**src/rtl/adc_sample_averager.sv**
```systemverilog
// Per-channel block averager for ADC conversion results: accumulates 2**LOG2_AVG
// samples per channel and emits a rounded, saturated mean on a valid/ready output.
//
//   state   | meaning
//   --------+---------------------------------------------------------------
//   S_FLUSH | zeroing acc/cnt one channel per cycle, samples not accepted
//   S_RUN   | accumulating samples, no result pending
//   S_HOLD  | result held on out_*, waiting for out_ready
module adc_sample_averager #(
   parameter  int DATA_W   = 12,
   parameter  int NUM_CH   = 4,
   parameter  int LOG2_AVG = 3,
   localparam int CH_W     = (NUM_CH > 1) ? $clog2(NUM_CH) : 1
) (
   input  logic              clk,
   input  logic              reset,
   input  logic              clear,
   input  logic              in_valid,
   input  logic [CH_W-1:0]   in_ch,
   input  logic [DATA_W-1:0] in_data,
   output logic              in_ready,
   output logic              out_valid,
   output logic [CH_W-1:0]   out_ch,
   output logic [DATA_W-1:0] out_data,
   input  logic              out_ready,
   output logic              overrun
);

   localparam int SUM_W = DATA_W + LOG2_AVG;
   localparam int CNT_W = (LOG2_AVG > 0) ? LOG2_AVG : 1;

   localparam logic [CNT_W-1:0]  CNT_MAX  = CNT_W'((2 ** LOG2_AVG) - 1);
   localparam logic [SUM_W:0]    RND      = (SUM_W + 1)'((2 ** LOG2_AVG) / 2);
   localparam logic [DATA_W-1:0] MAX_VAL  = {DATA_W{1'b1}};
   localparam logic [CH_W-1:0]   LAST_CH  = CH_W'(NUM_CH - 1);
   localparam logic [CH_W:0]     CH_LIMIT = (CH_W + 1)'(NUM_CH);

   typedef enum logic [1:0] {S_FLUSH, S_RUN, S_HOLD} state_t;

   state_t            state_q, state_d;
   logic [CH_W-1:0]   ptr_q, ptr_d;
   logic [SUM_W-1:0]  acc_q [NUM_CH];
   logic [SUM_W-1:0]  acc_d [NUM_CH];
   logic [CNT_W-1:0]  cnt_q [NUM_CH];
   logic [CNT_W-1:0]  cnt_d [NUM_CH];
   logic [CH_W-1:0]   out_ch_q, out_ch_d;
   logic [DATA_W-1:0] out_data_q, out_data_d;
   logic              overrun_q, overrun_d;

   logic              ch_ok, strobe, accept, last;
   logic [SUM_W-1:0]  sel_acc, sum;
   logic [CNT_W-1:0]  sel_cnt;
   logic [SUM_W:0]    rnd_sum, mean_full;
   logic [DATA_W-1:0] mean;

   // Out-of-range channels are invisible: no accumulate, no overrun.
   assign ch_ok     = {1'b0, in_ch} < CH_LIMIT;
   assign strobe    = in_valid & ch_ok & ~clear;
   assign accept    = strobe & in_ready;
   assign sel_acc   = acc_q[in_ch];
   assign sel_cnt   = cnt_q[in_ch];
   assign last      = (sel_cnt == CNT_MAX);
   assign sum       = sel_acc + SUM_W'(in_data);
   assign rnd_sum   = {1'b0, sum} + RND;
   assign mean_full = rnd_sum >> LOG2_AVG;
   assign mean      = (mean_full > (SUM_W + 1)'(MAX_VAL)) ? MAX_VAL : mean_full[DATA_W-1:0];

   always_ff @(posedge clk or posedge reset) begin
      if (reset) begin
         state_q    <= S_FLUSH;
         ptr_q      <= '0;
         out_ch_q   <= '0;
         out_data_q <= '0;
         overrun_q  <= 1'b0;
         for (int i = 0; i < NUM_CH; i++) begin
            acc_q[i] <= '0;
            cnt_q[i] <= '0;
         end
      end else begin
         state_q    <= state_d;
         ptr_q      <= ptr_d;
         out_ch_q   <= out_ch_d;
         out_data_q <= out_data_d;
         overrun_q  <= overrun_d;
         for (int i = 0; i < NUM_CH; i++) begin
            acc_q[i] <= acc_d[i];
            cnt_q[i] <= cnt_d[i];
         end
      end
   end

   always_comb begin
      state_d    = state_q;
      ptr_d      = ptr_q;
      acc_d      = acc_q;
      cnt_d      = cnt_q;
      out_ch_d   = out_ch_q;
      out_data_d = out_data_q;
      overrun_d  = overrun_q | (strobe & ~in_ready);
      if (clear) begin
         state_d   = S_FLUSH;
         ptr_d     = '0;
         overrun_d = 1'b0;
      end else begin
         case (state_q)
            S_FLUSH: begin
               acc_d[ptr_q] = '0;
               cnt_d[ptr_q] = '0;
               if (ptr_q == LAST_CH) begin
                  ptr_d   = '0;
                  state_d = S_RUN;
               end else begin
                  ptr_d = ptr_q + 1'b1;
               end
            end
            S_RUN, S_HOLD: begin
               if (state_q == S_HOLD && out_ready) state_d = S_RUN;
               if (accept) begin
                  if (last) begin
                     acc_d[in_ch] = '0;
                     cnt_d[in_ch] = '0;
                     out_ch_d     = in_ch;
                     out_data_d   = mean;
                     state_d      = S_HOLD;
                  end else begin
                     acc_d[in_ch] = sum;
                     cnt_d[in_ch] = sel_cnt + 1'b1;
                  end
               end
            end
            default: state_d = S_FLUSH;
         endcase
      end
   end

   // While a result is held, a sample may only enter in the cycle it drains.
   always_comb begin
      in_ready  = 1'b0;
      out_valid = 1'b0;
      case (state_q)
         S_RUN:   in_ready = 1'b1;
         S_HOLD: begin
            in_ready  = out_ready;
            out_valid = 1'b1;
         end
         default: ;
      endcase
   end

   assign out_ch   = out_ch_q;
   assign out_data = out_data_q;
   assign overrun  = overrun_q;

endmodule

```
**config.mk**
```make
export PLATFORM = sky130hd
export DESIGN_NAME = adc_sample_averager
export DESIGN_NICKNAME = d
export VERILOG_FILES = /design/src/rtl/adc_sample_averager.sv
export SDC_FILE = /design/constraint.sdc
export NUM_CORES = 1
export LEC_CHECK = 0
export ABC_CLOCK_PERIOD_IN_PS = 2850
export CAP_MARGIN = 40
export CORE_MARGIN = 2
export CORE_UTILIZATION = 24
export CTS_CLUSTER_DIAMETER = 200
export DETAILED_ROUTE_END_ITERATION = 8
export DONT_BUFFER_PORTS = 1
export PLACE_DENSITY = 0.4
export SLEW_MARGIN = 20
export SYNTH_ARGS = -nofsm -noshare
export SYNTH_HDL_FRONTEND = slang
export SYNTH_SLANG_ARGS = --single-unit
```
**constraint.sdc**
```tcl
create_clock -name clk -period 2.85 [get_ports clk]
set_input_delay 0.285 -clock clk [delete_from_list [all_inputs] [get_ports clk]]
set_output_delay 0.285 -clock clk [all_outputs]
set_load 0.005 [all_outputs]
```
== Word-level counts from Yosys, hierarchy flattened ==
Cells that the tools add are included.
W data, S select, Z words.

* Bits in registers: 91
* Input port bits: 19
* Output and inout port bits: 17
* Logic and storage cells: 88

* Add/sub/neg operators: 4
* Order comparisons: 5
* Eq/ne operators: 6
* Mux-type cells: 35
* Bitwise operators: 16
* Reduce and logical (&&, ||, !) cells: 9

{| class="wikitable"
|+ Operator list
! cell !! count
|-
| $and A60 B60 Y60 || 2
|-
| $mux W60 || 2
|-
| $not A60 Y60 || 2
|-
| $pmux W60 S2 || 1
|-
| $bwmux W60 || 1
|-
| $demux W15 S2 || 2
|-
| $mux W15 || 4
|-
| $mux W12 || 3
|-
| $bmux W15 S2 || 1
|-
| $and A12 B12 Y12 || 2
|-
| $not A12 Y12 || 2
|-
| $pmux W12 S2 || 1
|-
| $add A15 B3 Y16 const B || 1
|-
| $mux W2 || 8
|-
| $add A15 B12 Y15 || 1
|-
| $gt A13 B12 Y1 const B || 1
|-
| $bwmux W12 || 1
|-
| $demux W3 S2 || 2
|-
| $mux W3 || 4
|-
| $bmux W3 S2 || 1
|-
| $ge A3 B3 Y1 const B || 2
|-
| $lt A3 B1 Y1 const B || 2
|-
| $not A2 Y3 || 2
|-
| $eq A2 B2 Y1 const B || 2
|-
| other kinds (18) || 25
|}

== Logic depth before layout (Yosys ltp) ==
* Depth in word-level cells: 10
* Depth in mapped cells: 15
* Gate-level depth less buffers: 12

== Least setup slack after synthesis ==
OpenSTA, ideal clock, no wires.

* Path type: in2reg
* Start point: input port in_ch[0]
* End point: register out_data_q[0], in the netlist out_data[0]
* Library setup time: 0.080 ns
* Arrival: 4.140 ns
* Data required time: 2.770 ns
* Slack: -1.370 ns
* Stages: 15
* Path through: buf_2 > buf_1 > clkbuf_1 > mux4_2 > ha_1 > clkbuf_8 > a21oi_1 > o21ai_0 > a211oi_1 > a21oi_1 > xnor2_1 > or3_1 > or2_1 > buf_6 > a31oi_4

* Cells in the longest elaborated chain, start to end: 8
* Elaborated cells between the ends (all ways): 13

{| class="wikitable"
|+ Ends and longest elaborated chain
! what !! RTL line !! source
|-
| start, declared || 19 || <nowiki>input logic [CH_W-1:0] in_ch,</nowiki>
|-
| $not A2 Y3 (implied by the code) (*) || 60, 61 ||
|-
| $bmux W15 S2 || 60 || <nowiki>assign sel_acc = acc_q[in_ch];</nowiki>
|-
| $mux W15 (implied by the code) (2 in a row) || 60 ||
|-
| $add A15 B12 Y15 || 63 || <nowiki>assign sum = sel_acc + SUM_W'(in_data);</nowiki>
|-
| $add A15 B3 Y16 || 64 || <nowiki>assign rnd_sum = {1'b0, sum} + RND;</nowiki>
|-
| $gt A13 B12 Y1 || 66 || <nowiki>assign mean = (mean_full > (SUM_W + 1)'(MAX_VAL)) ? MAX_VAL : mean_full[DATA_W-1:0];</nowiki>
|-
| $mux W12 || 66 ||
|-
| end signal, assigned || 83 || <nowiki>out_data_q <= out_data_d;</nowiki>
|-
| end, declared || 47 || <nowiki>logic [DATA_W-1:0] out_data_q, out_data_d;</nowiki>
|}

Mark *: on every way between the ends. The rest lies on a longest branch, timed or not. The select of a mux whose other input is x is not followed.
A chain may end at the register's enable or synchronous reset.

== Worst setup path after layout ==
* Start point: register acc_q[2] in the netlist's numbering
* End point: register out_data_q[11], in the netlist out_data[11]

* Cells in the longest elaborated chain, start to end: 7

{| class="wikitable"
|+ Ends and longest elaborated chain
! what !! RTL line !! source
|-
| start, declared || 42 || <nowiki>logic [SUM_W-1:0] acc_q [NUM_CH];</nowiki>
|-
| start signal, assigned by index || 86 || <nowiki>acc_q[i] <= acc_d[i];</nowiki>
|-
| $bmux W15 S2 (*) || 60 ||
|-
| $mux W15 (implied by the code) (*) (2 in a row) || 60 ||
|-
| $add A15 B12 Y15 (*) || 63 ||
|-
| $add A15 B3 Y16 (*) || 64 ||
|-
| $gt A13 B12 Y1 || 66 ||
|-
| $mux W12 (*) || 66 ||
|}

Marks and branches as above.

==> results by group <==
Run status
  • Outcome: finished with violations
  • Violated checks: setup timing

Power
  • Worst VDD drop: 0.274 mV
  • Leak: 2.91 nW
  • PnR Total Power: 2.92 mW
  • Cell Pwr Density: between 400 and 500 nW/µm²

Floorplan
  • Die area: 22000 µm²
  • Initial Util: 0.246
  • Die X: 148 µm
  • IO Count: 36
  • Rows: between 50 and 60
  • Die Y: 148 µm
  • Core area: 20400 µm²

Min path
  • Hold Path Class: in -> reg

Clock tree
  • CTS tree: built
  • Worst-path clk slew: 0.07 ns
  • Max clock buf depth: 2
  • Worst skew pair latency: 0.35 ns
  • CTS Sinks: 91
  • H-tree levels: 3
  • Clock root buffer: clkbuf_16
  • CTS Buf Count: 9

Worst setup path
  • Reg2reg setup slack: -0.35 ns
  • Critical Path AT: 3.45 ns
  • Max stage delay on crit path: 0.53 ns
  • Req. time, crit path: 3.10 ns
  • WS Path Type: reg -> reg
  • Crit path buffers/inverters: 2
  • CP cell instances: mux4_2, ha_4, nor2_4, o31a_4, buf_6, a21oi_4, xnor2_4, nor4_4, nand3b_1, buf_4, nor3b_4, o31ai_2
  • Crit start category: flop
  • Crit path max-delay family: compound AO/OA/AOI/OAI gates
  • Slowest CP cell: mux4_2
  • Kind of end point of the critical path: flop
  • Crit-path max FO: 4

Placement
  • Gp weighted congestion: 0.784
  • Dpl cell area: 5890 µm²
  • Setup WS pre-CTS: -0.677 ns
  • Placed cells: 790
  • Detail Placement HPWL: 9990 µm
  • Port Buf Inserts: 0

Logic synthesis
  • Cell area after synthesis: 5010 µm²
  • Largest area contributor in the netlist: dfrtp_1
  • Post-synth EDFFs: 0
  • Number of synthesized register bits: 91
  • FFs w/ async S/R, synth: 1.00
  • Yosys top cell area share: 0.455
  • Syn nets: 513
  • Syn avg cell area: 10.7 µm²
  • Cell variety after synth: 60
  • Sequential area share after synthesis: 0.455
  • Yosys warns: 0
  • Most used flip-flop cell after synthesis: dfrtp_1
  • Cell count after synthesis: 470
  • Synth area leaders: dfrtp_1 45%, mux4_2 8.1%, ha_1 5.7%, o21ai_0 5.3%, nand2_1 5.2%

STA
  • FMAX: 0.312 GHz
  • Final Hold Vio Count: 0
  • RSZ-0062 raised after global routing: yes
  • Slew margin rel.: 0.518
  • Total negative slack: -4.15 ns
  • Final WS setup: -0.353 ns
  • Slew @ Worst Pin: slightly above 0.7 ns
  • Pins over their slew limit: 0
  • Fin Clk Skew: about 0.012 ns
  • Tmin final: 3.20 ns
  • Hold slack: roughly 0.065 ns
  • Final setup viols: 12
  • Period utilization: 1.12

Cells and area
  • Cell area after layout: 6610 µm²
  • # diodes: 0
  • Commonest non-fill, non-tap cell in the layout: dfrtp_1
  • Layout cell share with drive strength beyond 1: 0.342
  • Core Util, Final: 0.325
  • Final #Nets: 588
  • Non-filler cells in the finished layout: 820
  • Area growth from synthesis to layout: 32.0%
  • Most frequent cells in the layout: 91 x dfrtp_1, 83 x buf_4, 70 x nand2_1

Route
  • Drt total wl: 14300 µm
  • Detailed-router iteration count before antenna repair: 4
  • Routed via count: around 3800
  • DRT antenna net count: 0
  • Routed length per placed instance: 17.4 µm
  • First-iteration detailed-routing DRC count: 174
  • DRC Markers: 0
  • Via density: 4.69

Global routing
  • Global-route usage over all layers: 0.135
  • Largest net degree at the start of global routing: 41
  • Gr ovfl total: 0
  • Initial antenna violation count: 0
  • Vias in the first global route: 3945
  • First-pass GRT wire length: 22600 µm

Job
  • Max Cap Viol: 0
## cell type report
cell class / count / area, µm²
Clock buffer: 11 / 243
Multi-Input combinational cell: 338 / 2920
Timing Repair Buffer: 91 / 736
Tap cell: 270 / 338
Fill cell: 2121 / 13800
Clock inverter: 5 / 45.0
Sequential cell: 91 / 2280
Inverter: 14 / 53.8
## synthesized netlist by cell type (10+ instances only)
master,number
o21ai_0,53
clkbuf_1,18
inv_1,14
dfrtp_1,91
ha_1,23
a22o_1,24
nand2_1,70
mux4_2,18
xnor2_1,10
nor2_1,29
a21oi_1,15
## report_power, final
group / switching, mW / total (mW) / leakage (nW) / internal, mW
clock: 0.534 / 1.16 / 0.138 / 0.628
combinational: 0.264 / 0.429 / 1.51 / 0.166
sequential: 0.0160 / 1.33 / 1.27 / 1.31
## final timing paths
path | start | cells after the start | endpoint
worst max-delay path | acc_q[2]$_DFFE_PP0P_ | 12 | out_data[11]$_DFFE_PP0P_
worst max register to register | acc_q[2]$_DFFE_PP0P_ | 12 | out_data[11]$_DFFE_PP0P_
worst min register to register | acc_q[6]$_DFFE_PP0P_ | 2 | acc_q[6]$_DFFE_PP0P_
max in group asynchronous | reset | 3 | acc_q[1]$_DFFE_PP0P_
worst min-delay path | in_ch[1] | 2 | out_ch[1]$_DFFE_PP0P_
min in group asynchronous | reset | 2 | cnt_q[11]$_DFFE_PP0P_
## registers in the layout, summed over array words and instances, names as in the netlist
name and count:
state_q 2, out_data 12, cnt_q 12, ptr_q 2, acc_q 60, out_ch 2, overrun 1
## kinds of logic (layout without fill, tap and decap cells)
kind of cell             Yosys count  after routing  share of synthesized area
AND/OR/NAND/NOR                  144            144                      0.136
multiplexers                      23             23                     0.0912
flip-flops                        91             91                      0.455
XOR/XNOR                          20             20                     0.0365
adder cells (fa/ha/maj)           24             24                     0.0614
AO/OA/AOI/OAI                    127            127                      0.182
buffers and inverters             41            121                     0.0380
## metal layers
metal,track usage,vias to the layer above,part of all wire
li1,-,1826,-
met1,0.181,1954,0.47
met2,0.223,55,0.48
met3,0.0313,10,0.039
met4,0.0286,0,0.0089
met5,0,-,0
## what timing repair did
item | 4_1_cts | 5_1_grt
pin swaps | 10 | 18
setup buffers | 5 | 9
hold buffers | 2 | 0
endpoints found under the setup margin | 16 | 20
gates resized for setup | 22 | 26
hold endpoints to repair | 43 | 0
Note: power is estimated with default switching activity, not from simulation.
